## src/rtl/instr_fetch.sv

```systemverilog
// -----------------------------------------------------------------------------
// instr_fetch
//
// Single-issue instruction fetch unit. Holds the PC, fetches one word at a
// time from instruction memory with a request/grant/response handshake, and
// presents the registered instruction (plus its opcode field and PC+4) to the
// control decoder. Jump/Branch results for the held instruction come back
// from decode and select the next PC when the instruction is consumed.
//
// Ports:
//   clk, rst_n     - clock, asynchronous active-low reset
//   IMemReq        - fetch request, held high until granted
//   IMemAddr       - fetch address (the PC), word aligned
//   IMemGnt        - memory accepted the request (honoured only in REQ)
//   IMemRvalid     - read data valid (honoured only in WAIT)
//   IMemRdata      - read data
//   Instr/Opcode   - held instruction and its [31:26] field
//   InstrValid     - Instr/Opcode/PCPlus4 are valid
//   InstrReady     - decode consumes the instruction when InstrValid is high
//   PCPlus4        - PC + 4 of the held instruction
//   Jump, Branch, Zero, BranchOffset - redirect controls, sampled on consume
//   FetchCount     - instructions consumed since reset (wraps at 2^32)
// -----------------------------------------------------------------------------
module instr_fetch #(
    parameter logic [31:0] RESET_PC = 32'h0000_0000
) (
    input  logic        clk,
    input  logic        rst_n,
    output logic        IMemReq,
    output logic [31:0] IMemAddr,
    input  logic        IMemGnt,
    input  logic        IMemRvalid,
    input  logic [31:0] IMemRdata,
    output logic [31:0] Instr,
    output logic [5:0]  Opcode,
    output logic        InstrValid,
    input  logic        InstrReady,
    output logic [31:0] PCPlus4,
    input  logic        Jump,
    input  logic        Branch,
    input  logic        Zero,
    input  logic [31:0] BranchOffset,
    output logic [31:0] FetchCount
);

    // S_IDLE exists only so that IMemReq is low while reset is asserted and
    // the first request appears one edge after reset is released.
    typedef enum logic [1:0] {
        S_IDLE,
        S_REQ,
        S_WAIT,
        S_HOLD
    } state_t;

    state_t      r_state;
    logic [31:0] r_pc;
    logic [31:0] r_instr;
    logic [31:0] r_count;
    logic        r_req;
    logic        r_valid;

    logic [31:0] w_pc_plus4;
    logic [31:0] w_offset_x4;
    logic [31:0] w_jump_target;
    logic [31:0] w_branch_target;
    logic [31:0] w_next_pc;

    assign w_pc_plus4      = r_pc + 32'd4;
    // Bits shifted out of the top of the offset are intentionally discarded.
    assign w_offset_x4     = BranchOffset << 2;
    assign w_jump_target   = {w_pc_plus4[31:28], r_instr[25:0], 2'b00};
    assign w_branch_target = w_pc_plus4 + w_offset_x4;

    // Jump has priority over a taken branch.
    always_comb begin
        // NOTE: the default assignment first guarantees every path drives
        // w_next_pc, so no latch can be inferred.
        w_next_pc = w_pc_plus4;
        if (Jump) begin
            w_next_pc = w_jump_target;
        end else if (Branch && Zero) begin
            w_next_pc = w_branch_target;
        end
    end

    always_ff @(posedge clk or negedge rst_n) begin
        if (!rst_n) begin
            r_state <= S_IDLE;
            r_pc    <= RESET_PC;
            r_instr <= 32'd0;
            r_count <= 32'd0;
            r_req   <= 1'b0;
            r_valid <= 1'b0;
        end else begin
            // NOTE: state uses non-blocking assignments so every register
            // samples the pre-edge values, independent of statement order.
            case (r_state)
                S_IDLE: begin
                    r_state <= S_REQ;
                    r_req   <= 1'b1;
                end
                S_REQ: begin
                    if (IMemGnt) begin
                        r_state <= S_WAIT;
                        r_req   <= 1'b0;
                    end
                end
                S_WAIT: begin
                    if (IMemRvalid) begin
                        r_state <= S_HOLD;
                        r_instr <= IMemRdata;
                        r_valid <= 1'b1;
                    end
                end
                S_HOLD: begin
                    if (InstrReady) begin
                        r_state <= S_REQ;
                        r_pc    <= w_next_pc;
                        r_count <= r_count + 32'd1;
                        r_valid <= 1'b0;
                        r_req   <= 1'b1;
                    end
                end
                default: begin
                    r_state <= S_IDLE;
                    r_req   <= 1'b0;
                    r_valid <= 1'b0;
                end
            endcase
        end
    end

    assign IMemReq    = r_req;
    assign IMemAddr   = r_pc;
    assign Instr      = r_instr;
    assign Opcode     = r_instr[31:26];
    assign InstrValid = r_valid;
    assign PCPlus4    = w_pc_plus4;
    assign FetchCount = r_count;

endmodule

```

## config.mk

```make
export PLATFORM = sky130hd
export DESIGN_NAME = instr_fetch
export DESIGN_NICKNAME = d
export VERILOG_FILES = /design/src/rtl/instr_fetch.sv
export SDC_FILE = /design/constraint.sdc
export NUM_CORES = 1
export LEC_CHECK = 0
export CAP_MARGIN = 25
export CORE_MARGIN = 5
export CORE_UTILIZATION = 55
export DETAILED_ROUTE_END_ITERATION = 10
export DONT_BUFFER_PORTS = 1
export GPL_ROUTABILITY_DRIVEN = 0
export GPL_TIMING_DRIVEN = 0
export MAX_ROUTING_LAYER = met4
export PLACE_DENSITY_LB_ADDON = 0.2
export SLEW_MARGIN = 20
export SYNTH_ARGS = -nofsm -noshare
export SYNTH_HDL_FRONTEND = slang
export SYNTH_SLANG_ARGS = --single-unit
```

## constraint.sdc

```tcl
create_clock -name clk -period 3.8 [get_ports clk]
set_clock_uncertainty 0.15 [all_clocks]
set_input_delay 1.14 -clock clk [delete_from_list [all_inputs] [get_ports clk]]
set_output_delay 1.14 -clock clk [all_outputs]
set_load 0.02 [all_outputs]
```

==> tab_implementation.tex <==
\begin{tabular}{lr}
\hline
Metric & Value \\
\hline
\multicolumn{2}{l}{\textbf{Power}} \\
\quad Highest ir drop seen on vdd & $\sim$350 uV \\
\quad Leakage dissipation & around 3.5 nW \\
\quad Switching share of power & 0.499 \\
\quad Power spent charging and discharging nets & 0.00349 W \\
\quad Combinational share of power & 0.500 \\
\quad Part of the power in registers & 0.363 \\
\quad Power per Cell Area & 845 nW/um\^{}2 \\
\quad Cell Int Power & approximately 0.0035 W \\
\quad Share of total power in the clock network & 0.137 \\
\multicolumn{2}{l}{\textbf{Placement}} \\
\quad Input/output buffers & 0 \\
\quad Post-placement setup slack & -619 ps \\
\quad HPWL after detailed placement & $\sim$15,000 um \\
\quad Cell area reported after detailed placement & 6960 um\^{}2 \\
\quad Total placed cells including tap cells & $\sim$890 \\
\multicolumn{2}{l}{\textbf{Routing}} \\
\quad Via count normalized by instance count & roughly 6.6 \\
\quad Post-detailed-route count of antenna-violating nets & 0 \\
\quad DR DRC count & 0 \\
\quad Final wirelength & around 21,000 um \\
\quad DRC violation total after the first TritonRoute iteration & between 500 and 600 \\
\quad Number of vias after detailed routing & 6,083 \\
\quad Routed wirelength normalized by instance count & approximately 23 um \\
\quad Pre-Repair DR Iteration Count & 5 \\
\multicolumn{2}{l}{\textbf{STA}} \\
\quad Least-Margin Pin Slew & slightly below 800 ps \\
\quad Setup repair after global routing missed its margin & true \\
\quad Final worst setup slack & -49.0 ps \\
\quad Max Clock Freq & between 200 and 300 MHz \\
\quad Hold Fails Final Rpt & 0 \\
\quad Rel. slew slack & 0.474 \\
\quad Worst hold-check slack & 334 ps \\
\quad Final Max Tran Viols & 0 \\
\quad Final setup violating endpoints & 2 \\
\quad Crit share post-route & 1.01 \\
\quad Final critical delay including setup and external delays & slightly below 4000 ps \\
\quad Aggregate negative setup slack & -54.3 ps \\
\multicolumn{2}{l}{\textbf{Worst setup path}} \\
\quad Crit path DAT & around 3900 ps \\
\quad Maximum fanout along the worst path & 7 \\
\quad Sort of element at the start of the critical path & register \\
\quad Type of element capturing the critical path & register \\
\quad Critical Setup Path Class & register to register \\
\quad Worst EP required & 3880 ps \\
\multicolumn{2}{l}{\textbf{Yosys}} \\
\quad Post-Syn Area & around 6700 um\^{}2 \\
\quad Cells after Synth & 741 \\
\quad Count of warnings emitted by yosys & 0 \\
\quad Post-synthesis sequential element count & 98 \\
\quad Mapped Avg Cell Area & slightly above 9 um\^{}2 \\
\quad Proportion of register bits with asynchronous set or reset after synthesis & 1.00 \\
\quad Most frequently used flop master after synthesis & sky130\_fd\_sc\_hd\_\_dfrtp\_1 \\
\quad Register area share after synthesis & 0.364 \\
\quad Count of unique library cells instantiated by Yosys & 66 \\
\quad Number of enable flip-flop cells after synthesis & 0 \\
\multicolumn{2}{l}{\textbf{Global routing}} \\
\quad Gr usage total & 0.279 \\
\quad Initial antenna violation count & 0 \\
\quad Largest net degree at the start of global routing & around 100 \\
\quad Global-route wire length before repair & 31,400 um \\
\quad Via count of the first global-routing pass & slightly below 6k \\
\quad Overall overflow remaining after global route & 0 \\
\multicolumn{2}{l}{\textbf{Final layout}} \\
\quad Share of cells above drive strength 1 & 0.250 \\
\quad \# nets final & $\sim$900 \\
\quad Leading cell types in the layout, fill and taps excluded & sky130\_fd\_sc\_hd\_\_nand2\_1 (87), sky130\_fd\_sc\_hd\_\_dfrtp\_1 (81), sky130\_fd\_sc\_hd\_\_a21oi\_1 (49) \\
\quad Most common cell after layout, fill and taps aside & sky130\_fd\_sc\_hd\_\_nand2\_1 \\
\quad Diodes inserted & 0 \\
\quad Post-route design area & 8290 um\^{}2 \\
\quad Layout Area Growth over Synthesis & 23.1\% \\
\quad Number of cells in the finished layout apart from fillers & 923 \\
\multicolumn{2}{l}{\textbf{Clocking}} \\
\quad Clk sink count & between 90 and 100 \\
\quad Clock latency at the later pin of the worst-skew pair & 340 ps \\
\quad Clock buffer depth & 2 \\
\quad Number of buffers added by the clock tree synthesis step & 9 \\
\quad CTS H-tree lvls & 3 \\
\quad Clock tree from TritonCTS & done \\
\quad Clock transition at path regs & about 70 ps \\
\quad CTS root buffer & sky130\_fd\_sc\_hd\_\_clkbuf\_16 \\
\multicolumn{2}{l}{\textbf{Status}} \\
\quad Failing checks & negative setup slack \\
\quad Run status & finished, violations left \\
\multicolumn{2}{l}{\textbf{Hold path}} \\
\quad Worst min path class & primary input to asynchronous set/reset pin \\
\multicolumn{2}{l}{\textbf{Die}} \\
\quad Num ports & roughly 210 \\
\quad Effective utilization at floorplan & 0.561 \\
\quad Core Rows & 40 \\
\quad Die X-Extent & between 100 and 150 um \\
\quad Std-Cell Core Area & 12,000 um\^{}2 \\
\quad Die height & roughly 120 um \\
\quad Floorplan die area & between 10,000 and 15,000 um\^{}2 \\
\multicolumn{2}{l}{\textbf{Job}} \\
\quad Maximum Capacitance Violations & 0 \\
\hline
\end{tabular}
## cells in the mapped netlist (all sizes together) (7+ instances only)
master | instances | share of area
nand2 | 90 | 0.050
inv | 18 | 0.010
o21a | 7 | 0.0078
dfrtp | 98 | 0.36
nand4 | 17 | 0.021
mux2 | 34 | 0.057
xnor2 | 46 | 0.061
clkbuf | 20 | 0.011
a211oi | 8 | 0.0089
a31oi | 8 | 0.0074
buf | 17 | 0.016
nor2 | 47 | 0.027
and3 | 25 | 0.023
xor2 | 25 | 0.035
nor3 | 10 | 0.0074
a21oi | 53 | 0.039
o21ai | 48 | 0.036
a21o | 15 | 0.017
or3 | 7 | 0.0065
nand3 | 36 | 0.027
ha | 41 | 0.076
## metrics by stage
stage               utilization  power (W)
detailed placement        0.580    0.00526
finish                    0.690    0.00700
CTS                       0.643    0.00652
global route              0.690    0.00739
global placement          0.580    0.00517
floorplan                     -    0.00451
## power groups by stage
stage                     Combinational (W)  Sequential (W)  Clock (W)
after floorplan                     0.00231         0.00220          0
after global placement              0.00276         0.00241          0
after detailed placement            0.00283         0.00243          0
after CTS                           0.00305         0.00250   0.000974
after global routing                0.00376         0.00260    0.00102
final                               0.00350         0.00254   0.000962
## path summary, 6_finish.rpt
check / from / end / slack (ps) / cells past startpoint
setup / recovery: IMemAddr[9] / IMemAddr[29] / -50 / 14
hold / removal: rst_n / IMemAddr[29] / 330 / 0
setup reg to reg: IMemAddr[9] / IMemAddr[29] / -50 / 14
hold reg to reg: r_state[0] / r_state[0] / 450 / 2
max in group asynchronous: rst_n / IMemAddr[3] / 2970 / 0
min in group clk: r_state[0] / r_state[0] / 450 / 2
## repair_timing
| item | in CTS | in global routing |
|---|---|---|
| buffers inserted | 4 | 15 |
| hold buffers | 0 | 0 |
| pin swaps | 9 | 34 |
| resized for setup | 73 | 69 |
| endpoints found under the setup margin | 31 | 21 |
| hold endpoints to repair | 0 | 0 |
## layout make-up
class / count / area, um^2
Fill cell: 874 / 3720
Clock inverter: 4 / 55.1
Buffer: 34 / 171
Inverter: 18 / 67.6
Clock buffer: 12 / 267
Tap cell: 147 / 184
Multi-Input combinational cell: 591 / 4880
Sequential cell: 98 / 2470
Timing Repair Buffer: 19 / 186
## flip-flops by register name, indices dropped and copies added (netlist names)
| name | flops |
|---|---|
| IMemAddr | 30 |
| Instr | 32 |
| InstrValid | 1 |
| IMemReq | 1 |
| FetchCount | 32 |
| r_state | 2 |
## cells by family after synthesis
group	share of synthesized area
adders and majority gates	0.0792
other	0.000557
buffers and inverters	0.0372
and+or+nand+nor	0.191
DFF	0.364
AOI/OAI and AO/OA	0.169
muxes	0.0628
xor gates and xnor gates	0.0962
## layer usage
metal,routed length (um),vias up,track usage
met5,0,-,-
met4,796,0,0.121
met3,2080,64,0.0641
met2,9820,366,0.436
met1,8160,2934,0.348
li1,-,2719,-
## critical path, stage by stage (launching register included)
cell and delay [ps]:
sky130_fd_sc_hd__dfrtp_2 570, sky130_fd_sc_hd__nand4_4 200, sky130_fd_sc_hd__nor4_4 340, sky130_fd_sc_hd__buf_6 170, sky130_fd_sc_hd__nand2_1 130, sky130_fd_sc_hd__xnor2_4 360
sky130_fd_sc_hd__ha_4 270, sky130_fd_sc_hd__o21ai_0 200, sky130_fd_sc_hd__nand2b_1 120, sky130_fd_sc_hd__a41oi_2 210, sky130_fd_sc_hd__o22a_1 220, sky130_fd_sc_hd__nand3b_1 170
sky130_fd_sc_hd__a31oi_2 240, sky130_fd_sc_hd__mux2i_1 110, sky130_fd_sc_hd__a221o_1 270
Note: power is estimated with default switching activity, not from simulation.
